`config.mk`:
```
export PLATFORM = sky130hd
export DESIGN_NAME = axis_spi_slave
export DESIGN_NICKNAME = d
export VERILOG_FILES = /design/src/rtl/axis_spi_pkg.sv /design/src/rtl/spi_slave_sync.sv /design/src/rtl/axis_spi_slave.sv
export SDC_FILE = /design/constraint.sdc
export NUM_CORES = 1
export LEC_CHECK = 0
export CORE_ASPECT_RATIO = 0.9
export CORE_UTILIZATION = 40
export CTS_CLUSTER_DIAMETER = 80
export DETAILED_ROUTE_END_ITERATION = 16
export PLACE_DENSITY_LB_ADDON = 0.05
export SLEW_MARGIN = 20
export SYNTH_ARGS = -nofsm -noshare
export SYNTH_HDL_FRONTEND = slang
export SYNTH_SLANG_ARGS = --single-unit
```
`constraint.sdc`:
```
create_clock -name clk_i -period 2.68 [get_ports clk_i]
set_clock_uncertainty 0.1 [all_clocks]
set_input_delay 0.67 -clock clk_i [delete_from_list [all_inputs] [get_ports clk_i]]
set_output_delay 0.67 -clock clk_i [all_outputs]
set_load 0.03 [all_outputs]
```
`src/rtl/axis_spi_pkg.sv`:
```
// axis_spi_pkg: shared types for the AXI-Stream SPI master/slave pair.
// Word width, mode register layout and slave FSM states.
package axis_spi_pkg;

  localparam int DATA_WIDTH = 8;

  typedef struct packed {
    logic cpol;
    logic cpha;
  } spi_mode_reg_t;

  typedef enum logic [1:0] {
    IDLE = 2'd0,
    LOAD = 2'd1,
    XFER = 2'd2
  } slv_state_e;

endpackage

```
`src/rtl/spi_slave_sync.sv`:
```
// spi_slave_sync: flop chain bringing one SPI pin into the clk domain.
// Reset value is chosen per pin so an idle bus looks idle.
module spi_slave_sync
  import axis_spi_pkg::*;
#(
  parameter int   STAGES  = 2,
  parameter logic RST_VAL = 1'b0
) (
  input  logic clk,
  input  logic arstn,
  input  logic d,
  output logic q
);

  logic [STAGES-1:0] ff;

  // shift the pin level through the chain
  always_ff @(posedge clk or negedge arstn) begin
    if (!arstn) ff <= {STAGES{RST_VAL}};
    else        ff <= {ff[STAGES-2:0], d};
  end

  assign q = ff[STAGES-1];

endmodule

```
`src/rtl/axis_spi_slave.sv`:
```
// axis_spi_slave: oversampled SPI responder with AXI-Stream ports.
// RX bytes go out on m_axis, reply bytes come in on s_axis.
module axis_spi_slave
  import axis_spi_pkg::*;
#(
  parameter int DATA_WIDTH  = axis_spi_pkg::DATA_WIDTH,
  parameter int SYNC_STAGES = 2
) (
  input  logic                  clk_i,
  input  logic                  arstn_i,
  input  logic                  cpol_i,
  input  logic                  cpha_i,
  input  logic                  spi_sclk_i,
  input  logic                  spi_cs_n_i,
  input  logic                  spi_mosi_i,
  output logic                  spi_miso_o,
  output logic                  spi_miso_oe_o,
  input  logic [DATA_WIDTH-1:0] s_axis_tdata,
  input  logic                  s_axis_tvalid,
  output logic                  s_axis_tready,
  output logic [DATA_WIDTH-1:0] m_axis_tdata,
  output logic                  m_axis_tvalid,
  input  logic                  m_axis_tready,
  output logic                  busy_o,
  output logic                  tx_underrun_o,
  output logic                  rx_overrun_o
);

  localparam int CW = $clog2(DATA_WIDTH + 1);

  slv_state_e            state, state_nx;
  spi_mode_reg_t         mode;
  logic                  sclk_s, cs_n_s, mosi_s, sclk_q;
  logic                  lead, trail, smp, shf, last_bit;
  logic [CW-1:0]         bit_cnt;
  logic [DATA_WIDTH-1:0] shift_tx, tx_buf, rx_byte;
  logic [DATA_WIDTH-2:0] shift_rx;
  logic                  tx_buf_valid, tx_empty;

  spi_slave_sync #(.STAGES(SYNC_STAGES), .RST_VAL(1'b0)) u_sync_sclk (
    .clk(clk_i), .arstn(arstn_i), .d(spi_sclk_i), .q(sclk_s)
  );
  spi_slave_sync #(.STAGES(SYNC_STAGES), .RST_VAL(1'b1)) u_sync_cs (
    .clk(clk_i), .arstn(arstn_i), .d(spi_cs_n_i), .q(cs_n_s)
  );
  spi_slave_sync #(.STAGES(SYNC_STAGES), .RST_VAL(1'b0)) u_sync_mosi (
    .clk(clk_i), .arstn(arstn_i), .d(spi_mosi_i), .q(mosi_s)
  );

  assign lead  = (sclk_q == mode.cpol) && (sclk_s != mode.cpol);
  assign trail = (sclk_q != mode.cpol) && (sclk_s == mode.cpol);
  assign smp   = (state == XFER) && !cs_n_s && (mode.cpha ? trail : lead);
  assign shf   = (state == XFER) && !cs_n_s && (mode.cpha ? lead : trail);

  assign last_bit = bit_cnt == CW'(DATA_WIDTH - 1);
  assign rx_byte  = {shift_rx, mosi_s};

  assign busy_o        = !cs_n_s;
  assign spi_miso_oe_o = !cs_n_s;
  assign s_axis_tready = !tx_buf_valid;

  // previous sclk sample and mode latched while deselected
  always_ff @(posedge clk_i or negedge arstn_i) begin
    if (!arstn_i) begin
      sclk_q <= 1'b0;
      mode   <= '0;
    end else begin
      sclk_q <= sclk_s;
      if (state == IDLE && cs_n_s) mode <= '{cpol: cpol_i, cpha: cpha_i};
    end
  end

  // state register
  always_ff @(posedge clk_i or negedge arstn_i) begin
    if (!arstn_i) state <= IDLE;
    else          state <= state_nx;
  end

  // next state
  always_comb begin
    state_nx = state;
    unique case (state)
      IDLE: if (!cs_n_s) state_nx = LOAD;
      LOAD: state_nx = cs_n_s ? IDLE : XFER;
      XFER: begin
        if (cs_n_s)               state_nx = IDLE;
        else if (smp && last_bit) state_nx = LOAD;
      end
      default: state_nx = IDLE;
    endcase
  end

  // one-entry reply buffer, drained at every byte start
  always_ff @(posedge clk_i or negedge arstn_i) begin
    if (!arstn_i) begin
      tx_buf       <= '0;
      tx_buf_valid <= 1'b0;
    end else if (s_axis_tvalid && !tx_buf_valid) begin
      tx_buf       <= s_axis_tdata;
      tx_buf_valid <= 1'b1;
    end else if (state == LOAD) begin
      tx_buf_valid <= 1'b0;
    end
  end

  // bit engine: load reply, sample mosi, drive miso
  always_ff @(posedge clk_i or negedge arstn_i) begin
    if (!arstn_i) begin
      shift_tx   <= '0;
      shift_rx   <= '0;
      bit_cnt    <= '0;
      tx_empty   <= 1'b0;
      spi_miso_o <= 1'b0;
    end else if (cs_n_s) begin
      bit_cnt    <= '0;
      tx_empty   <= 1'b0;
      spi_miso_o <= 1'b0;
    end else if (state == LOAD) begin
      shift_tx <= tx_buf_valid ? tx_buf : '0;
      tx_empty <= !tx_buf_valid;
      bit_cnt  <= '0;
      if (!mode.cpha) spi_miso_o <= tx_buf_valid && tx_buf[DATA_WIDTH-1];
    end else begin
      if (smp) begin
        shift_rx <= rx_byte[DATA_WIDTH-2:0];
        bit_cnt  <= bit_cnt + CW'(1);
        tx_empty <= 1'b0;
      end
      if (shf) begin
        if (bit_cnt != '0) begin
          shift_tx   <= shift_tx << 1;
          spi_miso_o <= shift_tx[DATA_WIDTH-2];
        end else if (mode.cpha) begin
          spi_miso_o <= shift_tx[DATA_WIDTH-1];
        end
      end
    end
  end

  // deliver rx bytes; underrun is flagged when the byte really begins
  always_ff @(posedge clk_i or negedge arstn_i) begin
    if (!arstn_i) begin
      m_axis_tdata  <= '0;
      m_axis_tvalid <= 1'b0;
      tx_underrun_o <= 1'b0;
      rx_overrun_o  <= 1'b0;
    end else begin
      tx_underrun_o <= smp && (bit_cnt == '0) && tx_empty;
      rx_overrun_o  <= 1'b0;
      if (smp && last_bit) begin
        if (!m_axis_tvalid || m_axis_tready) begin
          m_axis_tdata  <= rx_byte;
          m_axis_tvalid <= 1'b1;
        end else begin
          rx_overrun_o <= 1'b1;
        end
      end else if (m_axis_tready) begin
        m_axis_tvalid <= 1'b0;
      end
    end
  end

endmodule

```
==> results.sh <==
export IMPL_status="finished, final reports clean"
export IMPL_drt_iter0_markers=54
export IMPL_clock_power_share_pct=26.0
export IMPL_cts_tree="done"
export IMPL_clockBufferDepth=2
export IMPL_period_share_pct=90.9
export IMPL_numPortBuffers=31
export IMPL_cts_setup_buffers=0
export IMPL_rsz0062_at_grt="false"
export IMPL_numCtsBuffers=5
export IMPL_worst_pin_slew_ns=0.556
export IMPL_clk_pin_slew_ns=0.09
export IMPL_final_common_cell="dfrtp_1"
export IMPL_max_stage_delay_ns=0.69
export IMPL_yosys_top_cells_area="dfrtp_1, mux2_1, nand2_1"
export IMPL_io_pins=32
export IMPL_postRouteWirelength_mm=3.84
export IMPL_worstPathRequired_ns=1.91
export IMPL_die_h_um=72.7
export IMPL_antenna_left=0
export IMPL_grt_pass1_wl_mm=6.77
export IMPL_synth_top_cell_area_share_pct=56.3
export IMPL_final_cell_area_sq_mm=0.00272
export IMPL_hold_class="in2async"
export IMPL_hold_violations=0
export IMPL_root_buffer="clkbuf_8"
export IMPL_stdcell_count=282
export IMPL_antennaDiodeCount=0
export IMPL_max_freq_ghz=0.410
export IMPL_rows=25
export IMPL_htree_num_levels=2
export IMPL_clkSinkCount=52
export IMPL_cp_arrival_ns=1.67
export IMPL_p_per_area_mw_per_mm2=736
export IMPL_gp_congestion=0.706
export IMPL_irDropWorstVdd_uv=354
export IMPL_antenna_found_initial=0
export IMPL_grt_max_degree=28
export IMPL_die_w_um=80.5
export IMPL_p_seq_share_pct=53.2
export IMPL_yosysTopAreaCell="dfrtp_1"
export IMPL_grt_pass1_vias=1462
export IMPL_p_sw_w=0.000563
export IMPL_clk_latency_ns=0.30
export IMPL_avgRoutedWirePerCell_um=13.6
export IMPL_area_growth_pct=22.6
export IMPL_viasPerCell=4.95
export IMPL_hpwl_mm=2.84
export IMPL_syn_nets=197
export IMPL_grt_overflow_total=0
export IMPL_leakage_nw=1.29
export IMPL_internal_power_w=0.00144
export IMPL_slew_viol_final=0
export IMPL_synth_cell_types=35
export IMPL_worstSetupStartpointType="flop"
export IMPL_placed_cells_incl_taps=274
export IMPL_setup_tns_ns=0
export IMPL_crit_chain="inv_2 -> clkdlybuf4s50_1"
export IMPL_ys_ff_latch=52
export IMPL_ctsResizeCount=0
export IMPL_fp_coreArea_sq_mm=0.00529
export IMPL_syn_area_sq_mm=0.00222
export IMPL_synth_avg_cell_area_sq_um=12.5
export IMPL_crit_path_max_fanout=12
export IMPL_seq_area_frac_synth_pct=58.7
export IMPL_crit_type="reg2out"
export IMPL_initial_core_util_pct=42.0
export IMPL_synth_warnings=0
export IMPL_layout_common_cells="dfrtp_1, mux2_1, clkdlybuf4s50_1, nand2_1, nand3_1"
export IMPL_layout_nets=233
export IMPL_die_area_sq_mm=0.00585
export IMPL_postCtsHoldBufs=0
export IMPL_swShare_pct=28.0
export IMPL_drc=0
export IMPL_drive_above_1_share_pct=10.7
export IMPL_cap_viol_max_count=0
export IMPL_pwr_share_comb_pct=20.7
export IMPL_fin_crit_ns=2.44
export IMPL_grtUsageTotal_pct=15.3
export IMPL_cpMaxStageDelayCell="dfstp_2"
export IMPL_vias=1396
export IMPL_finalSetupViolations=0
export IMPL_end_kind="output pin"
export IMPL_postPlaceCellArea_sq_mm=0.00262
export IMPL_drt_pre_antenna_iters=4
export IMPL_synth_cells=178
export IMPL_slew_limit_headroom_pct=62.7
==> cell type report <==
cell class,instances,area [sq um]
fillers,468,2560
flip-flops and latches,52,1300
multi-input cells,114,863
repair buffers,37,350
well taps,67,83.8
clock buffers,6,72.6
clock inverters,2,35.0
inverters,4,15.0
==> layer usage <==
layer / track usage (%) / share of wire (%)
met1: 20.2 / 50
met2: 24.5 / 45
met3: 3.25 / 3.5
met4: 6.55 / 1.5
met5: 0 / 0
==> metrics by stage <==
| step | hold WS, ns | util [%] | total power, W | worst slack [ns] |
|---|---|---|---|---|
| 2_1_floorplan | 0.231 | - | 0.00136 | 0.700 |
| 3_3_place_gp | 0.235 | 49.5 | 0.00148 | 0.535 |
| 3_5_place_dp | 0.240 | 49.5 | 0.00151 | 0.465 |
| 4_1_cts | 0.0650 | 51.5 | 0.00203 | 0.233 |
| 5_1_grt | 0.0672 | 51.5 | 0.00213 | 0.161 |
| 6_report | 0.0732 | 51.5 | 0.00201 | 0.243 |
==> Yosys cell counts <==
master,count
a21oi_1,5
inv_1,3
nor3_1,2
a31oi_1,1
o311ai_1,1
buf_4,2
a21o_1,1
xor2_1,1
inv_2,1
and3_1,1
ha_1,2
nor2b_1,4
dfrtp_1,50
mux2i_4,1
and3b_1,2
nand4_2,1
nand3_1,11
mux2_2,1
clkbuf_1,5
mux2_1,30
nor2_1,8
nand2_1,19
buf_2,1
o31ai_1,1
nor2_2,1
nor3b_2,1
nand2b_1,6
o2111ai_1,1
xnor2_2,1
dfstp_2,2
o21ai_1,3
nor3b_1,3
mux2i_1,4
a211oi_1,1
o22a_1,1
==> state kept, by name, indices dropped and copies added (netlist names) <==
| name | count |
|---|---|
| tx_buf | 8 |
| tx_empty | 1 |
| state | 2 |
| u_sync_mosi.ff | 2 |
| shift_rx | 7 |
| tx_underrun_o | 1 |
| bit_cnt | 4 |
| rx_overrun_o | 1 |
| shift_tx | 8 |
| u_sync_cs.ff | 2 |
| spi_miso_o | 1 |
| m_axis_tdata | 8 |
| tx_buf_valid | 1 |
| mode | 2 |
| m_axis_tvalid | 1 |
| sclk_q | 1 |
| u_sync_sclk.ff | 2 |
==> critical path: cells and delay by family (launching register included) <==
family | cells | cell delay, ns
buf+inv | 2 | 0.67
flops | 1 | 0.69
==> logic make-up (layout without fill, tap and decap cells) <==
group	after synthesis	after routing	share of synthesized area, %
AND/OR/NAND/NOR	59	59	13.8
flip-flops	52	52	58.7
multiplexers	36	36	18.5
AO/OA/AOI/OAI	15	15	4.28
buffers and inverters	12	49	2.42
adder cells (fa/ha/maj)	2	2	1.13
XOR/XNOR	2	2	1.13
==> worst paths after layout <==
| check | start | endpoint | slack, ns | depth (start not counted) |
|---|---|---|---|---|
| setup / recovery | u_sync_cs.ff[1] | spi_miso_oe_o | 0.24 | 2 |
| hold / removal | arstn_i | bit_cnt[1] | 0.07 | 1 |
| setup reg to reg | mode[0] | m_axis_tdata[2] | 0.47 | 6 |
| hold reg to reg | u_sync_sclk.ff[0] | u_sync_sclk.ff[1] | 0.26 | 0 |
| max in group asynchronous | arstn_i | u_sync_cs.ff[1] | 1.80 | 2 |
| min in group clk_i | u_sync_sclk.ff[0] | u_sync_sclk.ff[1] | 0.26 | 0 |
==> power groups by stage <==
| stage | clock network, W | logic (W) | registers, W |
|---|---|---|---|
| after global routing | 0.000571 | 0.000465 | 0.00109 |
| after floorplan | 0 | 0.000322 | 0.00104 |
| after CTS | 0.000538 | 0.000425 | 0.00107 |
| final | 0.000522 | 0.000416 | 0.00107 |
| after detailed placement | 0 | 0.000424 | 0.00109 |
| after global placement | 0 | 0.000406 | 0.00108 |
Note: power is estimated with default switching activity, not from simulation.
